$ cat config.mk
export PLATFORM = sky130hd
export DESIGN_NAME = johnson_seq_ctrl
export DESIGN_NICKNAME = d
export VERILOG_FILES = /design/src/rtl/johnson_seq_ctrl.sv
export SDC_FILE = /design/constraint.sdc
export NUM_CORES = 1
export LEC_CHECK = 0
export ABC_CLOCK_PERIOD_IN_PS = 2600
export CORE_MARGIN = 4
export CORE_UTILIZATION = 55
export DETAILED_ROUTE_END_ITERATION = 7
export PLACE_DENSITY = 0.88
export SLEW_MARGIN = 30
export SYNTH_ARGS = -nofsm -noshare
export SYNTH_HDL_FRONTEND = slang
export SYNTH_SLANG_ARGS = --single-unit
$ cat constraint.sdc
create_clock -name CLK -period 2.6 [get_ports CLK]
set_input_delay 0.26 -clock CLK [delete_from_list [all_inputs] [get_ports CLK]]
set_output_delay 0.26 -clock CLK [all_outputs]
set_load 0.01 [all_outputs]
$ cat src/rtl/johnson_seq_ctrl.sv
// Johnson-counter sequencer: runs ROTS full 8-step rotations in a latched direction,
// with pause (HOLD), cancel (ABORT) and a one-cycle DONE pulse on normal completion.
`timescale 1ns/1ps
module johnson_seq_ctrl #(
  parameter int N_W = 4
) (
  input  logic           CLK,
  input  logic           CLR,
  input  logic           START,
  input  logic [N_W-1:0] ROTS,
  input  logic           DIR,
  input  logic           HOLD,
  input  logic           ABORT,
  output logic [3:0]     COUNT,
  output logic [2:0]     PHASE,
  output logic           BUSY,
  output logic           DONE
);

  typedef enum logic [1:0] {
    S_IDLE,
    S_RUN,
    S_HELD
  } state_t;

  state_t         r_state;
  logic [3:0]     r_count;
  logic [2:0]     r_phase;
  logic [N_W-1:0] r_rem;
  logic           r_dir;
  logic           r_busy;
  logic           r_done;

  logic [3:0]     w_next;
  logic           w_wrap;

  function automatic logic isJohnson(input logic [3:0] c);
    case (c)
      4'b0000, 4'b1000, 4'b1100, 4'b1110,
      4'b1111, 4'b0111, 4'b0011, 4'b0001: return 1'b1;
      default:                            return 1'b0;
    endcase
  endfunction

  function automatic logic [2:0] phaseOf(input logic [3:0] c);
    case (c)
      4'b1000: return 3'd1;
      4'b1100: return 3'd2;
      4'b1110: return 3'd3;
      4'b1111: return 3'd4;
      4'b0111: return 3'd5;
      4'b0011: return 3'd6;
      4'b0001: return 3'd7;
      default: return 3'd0;
    endcase
  endfunction

  // Illegal codes collapse to 0000 so the counter self-recovers on the next step.
  function automatic logic [3:0] stepCode(input logic [3:0] c, input logic dir);
    if (!isJohnson(c)) return 4'b0000;
    return dir ? {c[2:0], ~c[3]} : {~c[0], c[3:1]};
  endfunction

  always_comb begin
    w_next = stepCode(r_count, r_dir);
    w_wrap = isJohnson(r_count) && (w_next == 4'b0000);
  end

  always_ff @(posedge CLK or posedge CLR) begin
    if (CLR) begin
      r_state <= S_IDLE;
      r_count <= 4'b0000;
      r_phase <= 3'd0;
      r_rem   <= '0;
      r_dir   <= 1'b0;
      r_busy  <= 1'b0;
      r_done  <= 1'b0;
    end else begin
      r_done <= 1'b0;
      if (ABORT) begin
        r_state <= S_IDLE;
        r_count <= 4'b0000;
        r_phase <= 3'd0;
        r_rem   <= '0;
        r_busy  <= 1'b0;
      end else if (HOLD) begin
        if (r_state == S_RUN) begin
          r_state <= S_HELD;
        end
      end else begin
        case (r_state)
          S_IDLE: begin
            r_count <= 4'b0000;
            r_phase <= 3'd0;
            if (START) begin
              if (ROTS != '0) begin
                r_rem   <= ROTS;
                r_dir   <= DIR;
                r_state <= S_RUN;
                r_busy  <= 1'b1;
              end else begin
                r_done <= 1'b1;
              end
            end
          end
          S_RUN: begin
            r_count <= w_next;
            r_phase <= phaseOf(w_next);
            // A completed rotation is counted on the edge that lands back on 0000.
            if (w_wrap) begin
              r_rem <= r_rem - 1'b1;
              if (r_rem == N_W'(1)) begin
                r_state <= S_IDLE;
                r_busy  <= 1'b0;
                r_done  <= 1'b1;
              end
            end
          end
          S_HELD: begin
            r_state <= S_RUN;
          end
          default: begin
            r_state <= S_IDLE;
            r_count <= 4'b0000;
            r_phase <= 3'd0;
            r_busy  <= 1'b0;
          end
        endcase
      end
    end
  end

  assign COUNT = r_count;
  assign PHASE = r_phase;
  assign BUSY  = r_busy;
  assign DONE  = r_done;

endmodule

Word-level counts from Yosys, hierarchy flattened
Memory sizes are Yosys's and may differ from the RTL's.
Cells that the tools add are included.
Operators by class
  $add $sub $neg: 1
  equal/unequal tests: 21
  mux-type cells: 37
  bitwise operators: 4
  reductions and logical operators: 10
Operators by type and width (number)
  4-bit two-way mux: 9
  3-bit case mux with 7 select lines: 1
  4-bit == test (second input constant): 4
  4-bit case mux with 2 select lines: 2
  5-bit AND reduction: 3
  2-bit two-way mux: 7
  1-bit two-way mux: 12
  4-bit != test (second input constant): 3
  3-bit != test (second input constant): 3
  4-bit by 1-bit == test with 1-bit output (second input constant): 2
  3-bit two-way mux: 2
  2-bit case mux with 3 select lines: 1
  3-bit case mux with 2 select lines: 1
  6-bit AND reduction: 1
  4-bit by 2-bit == test with 1-bit output (second input constant): 1
  4-bit by 3-bit == test with 1-bit output (second input constant): 1
  4-bit logical NOT: 1
  4-bit by 3-bit != test with 1-bit output (second input constant): 1
  1-bit NOT: 4
  4-bit nonzero test: 1
  4-bit by 1-bit subtractor with 4-bit output (second input constant): 1
  3-bit by 1-bit != test with 1-bit output (second input constant): 1
  3-bit by 2-bit != test with 1-bit output (second input constant): 1
  1-bit case mux with 3 select lines: 1
  9 further kinds: 9
Word-level totals
  register bits after elaboration: 16
  memory bits (read-only): 32
  output and inout bits: 9
  word-level logic and storage cells: 82
  memories: 2
Memory list
  (name not given): words 16, width 1, rd ports 1, clocked after Yosys merged registers in 0, write ports 0, line 38  | case (c)
  (name not given): words 16, width 1, rd ports 1, clocked after Yosys merged registers in 0, write ports 0, line 38

Depth between registers and ports, before layout
  depth in word-level cells: 9
  gate-level depth with buffers: 6
  mapped depth without buffers: 5

Worst setup path before layout
Ideal clock, no wire load.
  path type: register to register
  start point: register r_state[0]
  end point: register r_rem[0]
  arrival time: 1.421 ns
  data required time: 2.506 ns
  path slack: 1.085 ns
  cell stages (with the launch flop): 5
  buffers on the path: 1
  clock period less this slack: 1.515 ns
  cell sequence: dfrtp_1 -> buf_6 -> or4_4 -> a22o_1 -> a211oi_1
Between the ends
  cells in the longest elaborated chain, start to end: 4
  elaborated cells on any way between the ends: 10
  those cells by class: eq/ne (4); mux (3); reduce/logical (3)
RTL lines
  from (decl): line 26  | state_t r_state;
  from (signal assigned): line 71  | r_state <= S_IDLE;
  from (signal assigned): line 81  | r_state <= S_IDLE;
  from (signal assigned): line 88  | r_state <= S_HELD;
  2-bit by 1-bit == test with 1-bit output or 2-bit logical NOT (tied branches): line 91  | case (r_state)
  4-bit case mux with 2 select lines: line 91
  4-bit two-way mux: line 86  | end else if (HOLD) begin
  4-bit two-way mux: line 80  | if (ABORT) begin
  to (signal assigned): line 111  | r_rem <= r_rem - 1'b1;
  to (decl): line 29  | logic [N_W-1:0] r_rem;
Parallel ways exist; a longest one is shown, timed or not. The select of a mux whose other input is x is not followed.
A chain may end at the register's enable or synchronous reset.

Worst setup path after layout
  start point: register r_count[3] (netlist: COUNT[3])
  end point: output COUNT[3]
RTL lines
  from (decl): line 27  | logic [3:0] r_count;
  from (signal assigned): line 107  | r_count <= w_next;
  to (decl): line 14  | output logic [3:0] COUNT,
No word-level cell between the ends.

==> reports/summary.json <==
{
  "outcome": {
    "result_of_the_run": "completed"
  },
  "synthesis": {
    "yosysWarningCount": 0,
    "share_of_the_yosys_chip_area_belonging_to_registers_pct": 37.7,
    "synth_enable_flop_cells": 0,
    "async_reset_ff_share_pct": 100,
    "synth.net_count": 132,
    "synth.lib_cells_used.distinct": 41,
    "synth.avg_cell_area_um2": 8.84,
    "cells_after_synthesis": 120,
    "yosys_register_bits": 16,
    "synth_flop_cell": "sky130_fd_sc_hd__dfrtp_1",
    "post_synth_instance_area_um2": 1060
  },
  "floorplan": {
    "floorplan.die_area_um2": 2700,
    "initial_utilization_pct": 59.5,
    "dieHeight_um": 51.9,
    "ios": 19,
    "core_area_um2": 1780,
    "core.rowCount": 15,
    "floorplan.die.width_um": 51.9
  },
  "finish": {
    "final_layout_size_suffix_gt1_share_pct": 6.02,
    "fill_cells": 151,
    "mostFrequentLayoutCell": "sky130_fd_sc_hd__clkdlybuf4s50_1",
    "regArea_um2": 400,
    "multi_input_area_um2": 584,
    "antenna_cells": 0,
    "area_overhead_vs_synth_pct": 18.0,
    "finish.instance_area_um2": 1250,
    "final_net_count": 147,
    "most_used_cells_in_the_layout_excluding_fill_and_tap_cells": "sky130_fd_sc_hd__clkdlybuf4s50_1, sky130_fd_sc_hd__dfrtp_1, sky130_fd_sc_hd__nand2_1, sky130_fd_sc_hd__nor2_1, sky130_fd_sc_hd__inv_1"
  },
  "placed_design": {
    "gp_congestion": 0.868,
    "placed_cell_areas_um2": 1230,
    "buffer_ports.inserted": 18,
    "dp_hpwl_um": 1790
  },
  "setup_path": {
    "worstPathCellList": "clkdlybuf4s50_1",
    "critPathKind": "flop to output pin",
    "cp_data_required_time_ns": 2.34,
    "worst-path-max-fanout": 13,
    "critPathCaptureType": "output pin",
    "cp.buffers_inverters": 1,
    "startpoint_type": "flop",
    "cpMaxStageDelayCell": "sky130_fd_sc_hd__clkdlybuf4s50_1",
    "worst_ep_arrival_time_ns": 1.52,
    "critPathMaxStageDelay_ns": 0.63,
    "critical-path-top-delay-family": "buffers and inverters"
  },
  "clock_network": {
    "worstSkewPairLatency_ns": 0.27,
    "tritoncts": "yes",
    "cts_buffer_count": 3,
    "clock_tree.root_cell": "sky130_fd_sc_hd__clkbuf_4",
    "post_cts_buffers": 0,
    "hold_buf_cts": 0,
    "cts.sinks": 16,
    "max-clock-path-buffers": 2,
    "postCtsResizedCells": 0,
    "cts.clk_slew.worst_paths_ns": 0.09,
    "cts_htree_levels": 1
  },
  "power_and_ir_drop": {
    "max-vdd-ir-drop_v": 0.000344,
    "leakage_nw": 0.511,
    "power.density_cell_area_nw_per_um2": 431
  },
  "grt": {
    "globalRoute.totalOverflow": 0,
    "grt_pass1_vias": 947,
    "grt_start_max_net_pins": 17,
    "grt_first_pass_wirelength_um": 4120,
    "initial_antenna_violation_count": 0,
    "gr-usage-all-layers_pct": 19.8
  },
  "timing": {
    "aggregate_negative_setup_slack_ns": 0,
    "setup_viol_count_final": 0,
    "transition_time_of_the_tightest_slew_check_pin_ns": 0.595,
    "worst_slew_margin_rel_pct": 60.3,
    "fin_skew_ns": 0.000679,
    "slew_viol_final": 0,
    "final_hold_viols": 0,
    "fin_crit_sh_pct": 68.3,
    "fin_crit_ns": 1.78,
    "rsz_0062_raised_after_global_routing": "no",
    "max_freq_mhz": 563
  },
  "route": {
    "drcViolationCount": 0,
    "total_vias_in_the_final_route": 956,
    "drt-pass1-iter-count": 4,
    "wirelength_um": 2350,
    "viasPerCell": 6.05,
    "antenna_violating_nets_post_route": 0,
    "dr.first_iter.drc_count": 19,
    "routedWlPerCell_um": 14.9
  },
  "min_path": {
    "hold_path_class": "input port to asynchronous set/reset pin"
  },
  "run": {
    "cap_viol_max_count": 0
  }
}
[path summary, 6_finish.rpt]
path / from / endpoint / slack (ns) / cells past startpoint
worst max-delay path: COUNT[3] / COUNT[3] / 0.82 / 1
worst min-delay path: CLR / PHASE[1] / 0.34 / 2
worst max register to register: COUNT[3] / r_rem[0] / 0.84 / 4
worst min register to register: PHASE[2] / PHASE[2] / 0.50 / 2
max in group asynchronous: CLR / r_rem[1] / 1.87 / 2
min in group CLK: PHASE[2] / PHASE[2] / 0.50 / 2
[cell type report]
cell class | count | share of cell area (%)
Inverter | 9 | 2.70
Timing Repair Buffer | 18 | 14.4
Sequential cell | 16 | 32.0
Clock buffer | 3 | 1.80
Tap cell | 25 | 2.50
Multi-Input combinational cell | 87 | 46.7
[worst register-to-register path, stage by stage, from the launching register on]
cell and delay (ns):
sky130_fd_sc_hd__dfrtp_1 0.61, sky130_fd_sc_hd__and3b_1 0.30, sky130_fd_sc_hd__o2111ai_1 0.27, sky130_fd_sc_hd__a22o_1 0.25, sky130_fd_sc_hd__a211oi_1 0.23
[report_power, final]
group | leakage, nW | internal (mW) | switching [mW]
clock network | 0.0138 | 0.0536 | 0.0736
registers | 0.217 | 0.263 | 0.0278
logic | 0.280 | 0.0624 | 0.0594
[cells by family after synthesis]
kind of cell | Yosys count | share of synthesized area (%)
xor+xnor | 2 | 1.65
flops | 16 | 37.7
buf+inv | 17 | 7.19
mux | 6 | 5.78
fa+ha+maj | 2 | 2.36
compound gates | 34 | 23.8
simple gates | 43 | 21.5
[metal layers]
metal,up-vias,global-route usage [%],wire length (um)
met5,-,0,0
met4,0,3.06,12
met3,2,3.15,84
met2,24,35.6,1180
met1,463,25.0,1070
li1,467,-,-
[registers in the layout, indices dropped and copies added (netlist names)]
register,flops
COUNT,4
r_rem,4
PHASE,3
r_state,2
BUSY,1
DONE,1
r_dir,1
[per-stage QoR]
step                      utilization (%)  instances  power (mW)  hold slack [ns]  worst slack, ns
final                                70.2        158       0.540            0.343            0.825
after global routing                 70.2        158       0.575            0.402            0.683
after CTS                            70.2        158       0.547            0.359            0.826
after detailed placement             69.0        155       0.418            0.475            0.621
after global placement               69.0        155       0.412            0.468            0.675
after floorplan                         -        120       0.375            0.174             1.09
[synth_stat cells, types with 2 or more instances]
cell type	n	area (um^2)
sky130_fd_sc_hd__nand2_1	11	41.3
sky130_fd_sc_hd__and3b_1	2	17.5
sky130_fd_sc_hd__o32ai_1	2	17.5
sky130_fd_sc_hd__nor3b_1	2	15.0
sky130_fd_sc_hd__ha_1	2	25.0
sky130_fd_sc_hd__xnor2_1	2	17.5
sky130_fd_sc_hd__nor4_1	2	12.5
sky130_fd_sc_hd__a22o_1	2	17.5
sky130_fd_sc_hd__a211oi_1	2	15.0
sky130_fd_sc_hd__clkbuf_1	3	11.3
sky130_fd_sc_hd__nor2_1	9	33.8
sky130_fd_sc_hd__buf_2	4	20.0
sky130_fd_sc_hd__mux2i_1	5	50.1
sky130_fd_sc_hd__nand2b_1	4	25.0
sky130_fd_sc_hd__nand3_1	3	15.0
sky130_fd_sc_hd__a21oi_1	5	25.0
sky130_fd_sc_hd__dfrtp_1	16	400
sky130_fd_sc_hd__nor3_1	5	25.0
sky130_fd_sc_hd__o211ai_1	3	22.5
sky130_fd_sc_hd__o21ai_0	7	35.0
sky130_fd_sc_hd__inv_1	9	33.8
(Power assumes the default switching activity.)
